$ cat config.mk
export PLATFORM = sky130hd
export DESIGN_NAME = fetch_unit
export DESIGN_NICKNAME = d
export VERILOG_FILES = /design/src/rtl/fetch_unit.sv
export SDC_FILE = /design/constraint.sdc
export NUM_CORES = 1
export LEC_CHECK = 0
export ABC_AREA = 1
export BUFFER_PORTS_ARGS = -buffer_cell sky130_fd_sc_hd__buf_2
export CAP_MARGIN = 20
export CORE_AREA = 2 2 99 101
export CTS_CLUSTER_SIZE = 25
export DETAILED_ROUTE_END_ITERATION = 10
export DIE_AREA = 0 0 101 103
export GPL_TIMING_DRIVEN = 1
export MAX_ROUTING_LAYER = met4
export PLACE_DENSITY = 0.78
export SETUP_SLACK_MARGIN = 0.2
export SLEW_MARGIN = 20
export SYNTH_ARGS = -nofsm -noshare
export SYNTH_HDL_FRONTEND = slang
export SYNTH_SLANG_ARGS = --single-unit
$ cat constraint.sdc
create_clock -name clk -period 1.9 [get_ports clk]
set_input_delay 0.285 -clock clk [delete_from_list [all_inputs] [get_ports clk]]
set_output_delay 0.285 -clock clk [all_outputs]
set_load 0.005 [all_outputs]
$ cat src/rtl/fetch_unit.sv
// Instruction fetch: owns PC and IR, runs a req/ack read per fetch_req pulse; fetch_req->mem_req 1 cycle, ack->instr 1 cycle.
// No backpressure: fetch_req while busy is ignored; branch/clear mid-fetch discards the in-flight word and refetches.
module fetch_unit #(
    parameter int          ADDR_W   = 11,
    parameter logic [31:0] RESET_PC = 32'h0000_0000,
    parameter int          TIMEOUT  = 15
) (
    input  logic              clk,
    input  logic              rst,
    input  logic              fetch_req,
    input  logic              load_pc,
    input  logic [31:0]       branch_addr,
    input  logic              clear_pc,
    output logic              mem_req,
    output logic [ADDR_W-1:0] mem_addr,
    input  logic [31:0]       mem_rdata,
    input  logic              mem_ack,
    output logic [31:0]       instr,
    output logic [31:0]       pc,
    output logic              instr_valid,
    output logic              busy,
    output logic              fetch_err
);

    typedef enum logic [1:0] {
        IDLE = 2'd0,
        REQ  = 2'd1,
        WAIT = 2'd2
    } state_t;

    state_t            state, state_n;
    logic [31:0]       pc_n;
    logic [31:0]       instr_n;
    logic              instr_valid_n;
    logic [ADDR_W-1:0] mem_addr_n;
    logic [7:0]        cnt, cnt_n;
    logic              drop, drop_n;
    logic              fetch_err_n;
    logic              redirect;

    // Low address bits of a branch target are always forced to zero.
    logic unused_branch_lsbs;
    assign unused_branch_lsbs = &{1'b0, branch_addr[1:0]};

    assign redirect = clear_pc | load_pc;

    // mem_req is high for the whole outstanding request (REQ and WAIT).
    assign busy    = (state != IDLE);
    assign mem_req = (state != IDLE);

    always_comb begin
        state_n       = state;
        pc_n          = pc;
        instr_n       = instr;
        instr_valid_n = instr_valid;
        mem_addr_n    = mem_addr;
        cnt_n         = cnt;
        drop_n        = drop;
        fetch_err_n   = 1'b0;

        if (clear_pc) begin
            pc_n = RESET_PC;
        end else if (load_pc) begin
            pc_n = {branch_addr[31:2], 2'b00};
        end

        case (state)
            IDLE: begin
                if (fetch_req) begin
                    instr_valid_n = 1'b0;
                    mem_addr_n    = pc_n[ADDR_W+1:2];
                    cnt_n         = 8'd0;
                    drop_n        = 1'b0;
                    state_n       = REQ;
                end
            end
            REQ, WAIT: begin
                if (redirect) begin
                    drop_n = 1'b1;
                end
                if (mem_ack) begin
                    if (drop || redirect) begin
                        // Stale word: reissue at the redirected PC.
                        drop_n     = 1'b0;
                        mem_addr_n = pc_n[ADDR_W+1:2];
                        cnt_n      = 8'd0;
                        state_n    = REQ;
                    end else begin
                        instr_n       = mem_rdata;
                        instr_valid_n = 1'b1;
                        pc_n          = pc + 32'd4;
                        state_n       = IDLE;
                    end
                end else if (state == REQ) begin
                    cnt_n   = 8'd0;
                    state_n = WAIT;
                end else if (cnt == 8'(TIMEOUT - 1)) begin
                    fetch_err_n = 1'b1;
                    drop_n      = 1'b0;
                    cnt_n       = 8'd0;
                    state_n     = IDLE;
                end else begin
                    cnt_n = cnt + 8'd1;
                end
            end
            default: begin
                state_n = IDLE;
            end
        endcase
    end

    always_ff @(posedge clk) begin
        if (rst) begin
            state       <= IDLE;
            pc          <= RESET_PC;
            instr       <= 32'h0;
            instr_valid <= 1'b0;
            mem_addr    <= '0;
            cnt         <= 8'd0;
            drop        <= 1'b0;
            fetch_err   <= 1'b0;
        end else begin
            state       <= state_n;
            pc          <= pc_n;
            instr       <= instr_n;
            instr_valid <= instr_valid_n;
            mem_addr    <= mem_addr_n;
            cnt         <= cnt_n;
            drop        <= drop_n;
            fetch_err   <= fetch_err_n;
        end
    end

endmodule

* Yosys cells after proc, flatten, opt, wreduce, memory -nomap -nowiden
Cells that the tools add are included.
Word-level totals: register bits after elaboration 88, input port bits 70, output and inout bits 79, word-level logic and storage cells 66
Operators by class: $add $sub $neg 2, equality and inequality tests 9, multiplexer cells 32, bitwise gates (word level) 3, reductions and logical operators 12
Operators with widths (number):
- 2-to-1 mux 32 bit | 5
- 2-to-1 mux 8 bit | 5
- 2-to-1 mux 11 bit | 3
- adder 32 x 3 -> 32 bit (second input constant) | 1
- case mux 11 bit (2 select lines) | 1
- case mux 8 bit (2 select lines) | 1
- 2-to-1 mux 1 bit | 10
- adder 8 x 1 -> 8 bit (second input constant) | 1
- == test 8 x 4 -> 1 bit (second input constant) | 1
- 2-to-1 mux 2 bit | 4
- inequality test 2 bit (second input constant) | 4
- AND reduction 4 bit | 2
- AND reduction 3 bit | 2
- inequality test 4 bit (second input constant) | 1
- case mux 1 bit (2 select lines) | 2
- case mux 2 bit (2 select lines) | 1
- AND reduction 2 bit | 2
- nonzero test 2 bit | 2
- OR reduction 4 bit | 1
- inequality test 3 bit (second input constant) | 1
- == test 2 x 1 -> 1 bit (second input constant) | 1
- == test 2 bit (second input constant) | 1
- zero test 2 bit | 1
- NOT 1 bit | 2
- 3 further kinds | 3

* Depth between registers and ports, before layout
depth in word-level cells 6, mapped depth 12, gate-level depth less buffers 12

* Worst setup path after synthesis
OpenSTA, ideal clock, no wires.
path kind register -> register, start point reg state[0], end point reg mem_addr[5], setup time 70 ps, arrival 1565 ps, data required time 1830 ps, setup slack 264 ps, stages on the path, launching flop included 11, buffers on the path 1, clock period less this slack 1636 ps, cell sequence dfxtp_1 -> inv_1 -> ha_1 -> inv_2 -> nor2_4 -> nor2_1 -> o21ai_4 -> inv_2 -> buf_6 -> nand2_1 -> a21oi_1
On the way: word-level cells in the longest chain between the ends 4, elaborated cells between the ends (all ways) 10, those cells by class 5 x eq/ne; 1 x mux; 4 x reduce/logical
Ends and longest elaborated chain:
- start: declaration | RTL line 31 | state_t state, state_n;
- start signal: assignment | RTL line 123 | state <= state_n;
- == test 2 x 1 -> 1 bit or == test 2 bit (tied branches) | RTL line 67 | case (state)
- OR reduction 2 bit | RTL line 67
- inequality test 2 bit (no line) or nonzero test 2 bit (tied branches)
- AND reduction 4 bit (no line)
- end signal: assignment | RTL line 127 | mem_addr <= mem_addr_n;
- end: declaration | RTL line 15 | output logic [ADDR_W-1:0] mem_addr,
Several ways; a longest one is shown, not always the timed one. A chain may end at the register's enable or synchronous reset.

* Final worst setup path
start point reg state[0], end point reg cnt[4]
On the way: word-level cells in the longest chain between the ends 4, elaborated cells between the ends (all ways) 11, those cells by class 4 x eq/ne; 3 x mux; 4 x reduce/logical
Ends and longest elaborated chain:
- == test 2 x 1 -> 1 bit or == test 2 bit (tied branches) | RTL line 67, 94
- OR reduction 2 bit or 2-to-1 mux 8 bit (tied branches) | RTL line 67, 94
- inequality test 3 bit (no line), or another cell as far along
- AND reduction 3 bit (no line) or case mux 8 bit (2 select lines) (tied branches)
- end signal: assignment | RTL line 128 | cnt <= cnt_n;
- end: declaration | RTL line 36 | logic [7:0] cnt, cnt_n;
Several ways; a longest one is shown, not always the timed one.

==> metrics.txt <==
total via count in the routed design=5110; count of port buffers added during placement=146; synthesized instance count=701; number of pins exceeding their max-slew limit in the final report=0; number of distinct library cells after synthesis=38; post-synthesis sequential area ratio=38.1%; switch share=38.0%; y dimension of the die=103 um; warnings from Yosys=0; die area=0.0104 sq mm; initial core utilization=48.8%; stage delay of the slowest cell on the critical path=0.37 ns; run status=finished clean; number of stages on the worst setup path=9; clock tree from TritonCTS=yes; relative contribution of sequential cells to total power=42.5%; WL per Instance=13.8 um; IO Pins=149; Reg area=0.00177 sq mm; detailed-route wire length=13300 um; worst slew pin tran=0.611 ns; overall power after layout=5.42 mW; crit share post-route=87.9%; Reg-to-Reg Start=state[0]; multi-input gate area in the final layout=0.00248 sq mm; first element of the critical path=state[0]; R2R Path End=cnt[4]; sw power=2.06 mW; cells traversed along the worst timing path=inv_2 -> ha_4 -> inv_4 -> nor2_4 -> nand2_2 -> o21bai_4 -> a21oi_4 -> o21ai_1 -> nor2_1; largest driver fanout on the critical path=5; power density over the cells=936 mW/mm^2; RSZ-0062 raised after global routing=true; GR Util All Layers=25.8%; Post-Route Hold Slack=0.159 ns; achievable clock frequency=599 MHz; critical path start-end classification=flop to flop; Ant. Diodes=0; proportion of layout cells with a drive suffix above 1=26.9%; share of total power in the clock network=22.5%; number of buffers added by the clock tree synthesis step=9; H-Tree Depth=3; mean number of vias per cell=5.31; post-synthesis to final-layout area growth=25.3%; number of buffer and inverter instances along the worst setup path=2; number of cells on the worst reg-to-reg path=9; arrival time at the worst endpoint=1.97 ns; GRT overflow=0; Synth Cell Area=0.00462 sq mm; slowest library cell on the worst path=dfxtp_2; final weighted congestion in routability-driven placement=0.915; cell count of the worst hold path=3; DRC violations left=0; core region area=0.00946 sq mm; Reg2Reg Setup Slack=0.23 ns; number of buffers inserted by hold repair at cts=0; Clock transition at path regs=0.10 ns; leakage power of the design=2.58 nW; cell class contributing the biggest share of worst-path delay=compound AO/OA/AOI/OAI gates; Post-layout nets=921; flip-flop and latch count after synthesis=88; instance count after placement with tap cells included=942; Required @ worst endpoint=2.20 ns; Setup-failing EPs final=0; initial antenna violation count=0; pin count of the biggest net entering global routing=61; peak supply drop=0.495 mV; initial DRC count=197; share of power burned in combinational logic=35.0%; fin util=61.2%; number of max-cap violations=0; Critical Path Source Type=flop; count of endpoints failing hold in the final timing report=0; average instance area after synthesis=6.59 sq um; horizontal extent of the die=101 um; hold crit path type=input port to flop; CTS Sinks=88; CP endpoint=cnt[4]; synthesized netlist net count=777; antenna violation net count after detailed routing=0; clock latency on the worst-skew pair=0.36 ns; TNS Setup=0 ns; # rows=36; post-layout minimum cycle time=1.67 ns; internal power of the cells=3.36 mW; clk root buf=clkbuf_8; CTS Buffer Depth=2; HPWL after DPL=9510 um; headroom to the max-slew limit=59.2%; number of detailed-route iterations in the first pass=5; wire length of the first global-routing pass=21000 um; kind of end point of the critical path=flop; number of inserted filler cells in the final layout=862; non-filler cells in the finished layout=963; clock skew=0.00944 ns; vias in the first global route=4611
layer usage:
metal  GRT usage (%)  part of all wire (%)  vias to the layer above
li1                -                     -                     2551
met1            31.0                    42                     2338
met2            43.3                    49                      204
met3            4.54                   7.4                       17
met4            9.98                   1.7                        0
met5               -                     0                        -
synth_stat cells:
master     number  area (sq um)
o21bai_1        1          7.51
o221ai_1        1          8.76
a211oi_1        3          22.5
nand2_2         1          6.26
xnor2_1         1          8.76
and2_1          1          6.26
nand3_1        34           170
nor3_1          2          10.0
buf_6           3          33.8
a21oi_4         1          16.3
clkinv_1        1          3.75
nor2_2          2          12.5
nor3_2          1          10.0
clkbuf_1       11          41.3
a21oi_1        89           445
nor2_4          5          56.3
nor2_1         84           315
nor4_1          1          6.26
nand2_1       190           713
o21bai_2        1          11.3
o21ai_1         3          15.0
dfxtp_1        88          1760
or2_2           3          18.8
o211ai_1        6          45.0
inv_1          66           248
inv_4           1          6.26
nand4_1         7          43.8
o21ai_0        50           250
a31oi_1         1          6.26
buf_1           2          7.51
o21ai_4         1          16.3
buf_2          13          65.1
o2111ai_1       4          35.0
xor2_1          5          43.8
buf_4           3          22.5
inv_2           6          22.5
ha_1            6          75.1
nand3_2         3          30.0
final cells by class:
class	instances	share of cell area, %
multi-input combinational	507	42.9
sequential	88	30.6
timing repair buffer	165	16.0
inverter	74	5.04
tap	114	2.46
clock buffer	9	2.14
clock inverter	6	0.886
kinds of logic (layout without fill, tap and decap cells):
kind of cell               after synthesis  in the layout  share of synthesized area [%]
adders and majority gates                6              6                           1.63
buffers and inverters                  106            254                           9.75
DFF                                     88             88                           38.1
xor gates and xnor gates                 6              6                           1.14
and+or+nand+nor                        334            334                           30.3
AOI/OAI and AO/OA                      161            161                           19.0
placed cells by master (no fill, tap or decap), drive strengths merged, types with 4 or more instances in the layout:
cell | Yosys | layout
buf | 21 | 165
clkbuf | 11 | 9
o21ai | 54 | 54
nand4 | 7 | 7
nor2 | 91 | 91
dfxtp | 88 | 88
a21oi | 90 | 90
nand2 | 191 | 191
ha | 6 | 6
nand3 | 37 | 37
inv | 73 | 76
xor2 | 5 | 5
o211ai | 6 | 6
o2111ai | 4 | 4
through the flow:
| stage | area (sq um) | setup WS (ns) |
|---|---|---|
| detailed placement | 5470 | 0.0129 |
| global route | 5790 | 0.152 |
| CTS | 5700 | 0.205 |
| floorplan | 4620 | 0.264 |
| finish | 5790 | 0.229 |
| global placement | 5470 | 0.0576 |
power by group through the flow:
stage	Clock (mW)	Sequential, mW	Combinational [mW]
2_1_floorplan	0	2.32	1.11
3_3_place_gp	0	2.32	1.57
3_5_place_dp	0	2.33	1.62
4_1_cts	1.24	2.29	1.73
5_1_grt	1.32	2.33	2.10
6_report	1.22	2.30	1.90
sequential cells by signal, summed over array words and instances (netlist names):
name and count:
pc 32, drop 1, instr_valid 1, mem_addr 11
fetch_err 1, instr 32, state 2, cnt 8
worst register-to-register path, stage by stage, from the launching register on:
cell and delay [ns]:
dfxtp_2 0.37, inv_2 0.05, ha_4 0.31, inv_4 0.06, nor2_4 0.14, nand2_2 0.07
o21bai_4 0.20, a21oi_4 0.22, o21ai_1 0.10, nor2_1 0.11
what timing repair did:
action                     CTS  global route
gates resized for setup      9            24
pin swaps                    1             7
hold endpoints to repair     0             0
buffers inserted             3             3
setup endpoints to repair   75            35
worst min-delay path by stage:
stage | start | end
final | mem_rdata[7] | instr[7]
after floorplan | mem_rdata[13] | instr[13]
after detailed placement | pc[0] | pc[0]
after global placement | pc[1] | pc[1]
after global routing | mem_rdata[11] | instr[11]
after CTS | mem_rdata[13] | instr[13]
No activity file was read; power rests on OpenSTA's default activity.
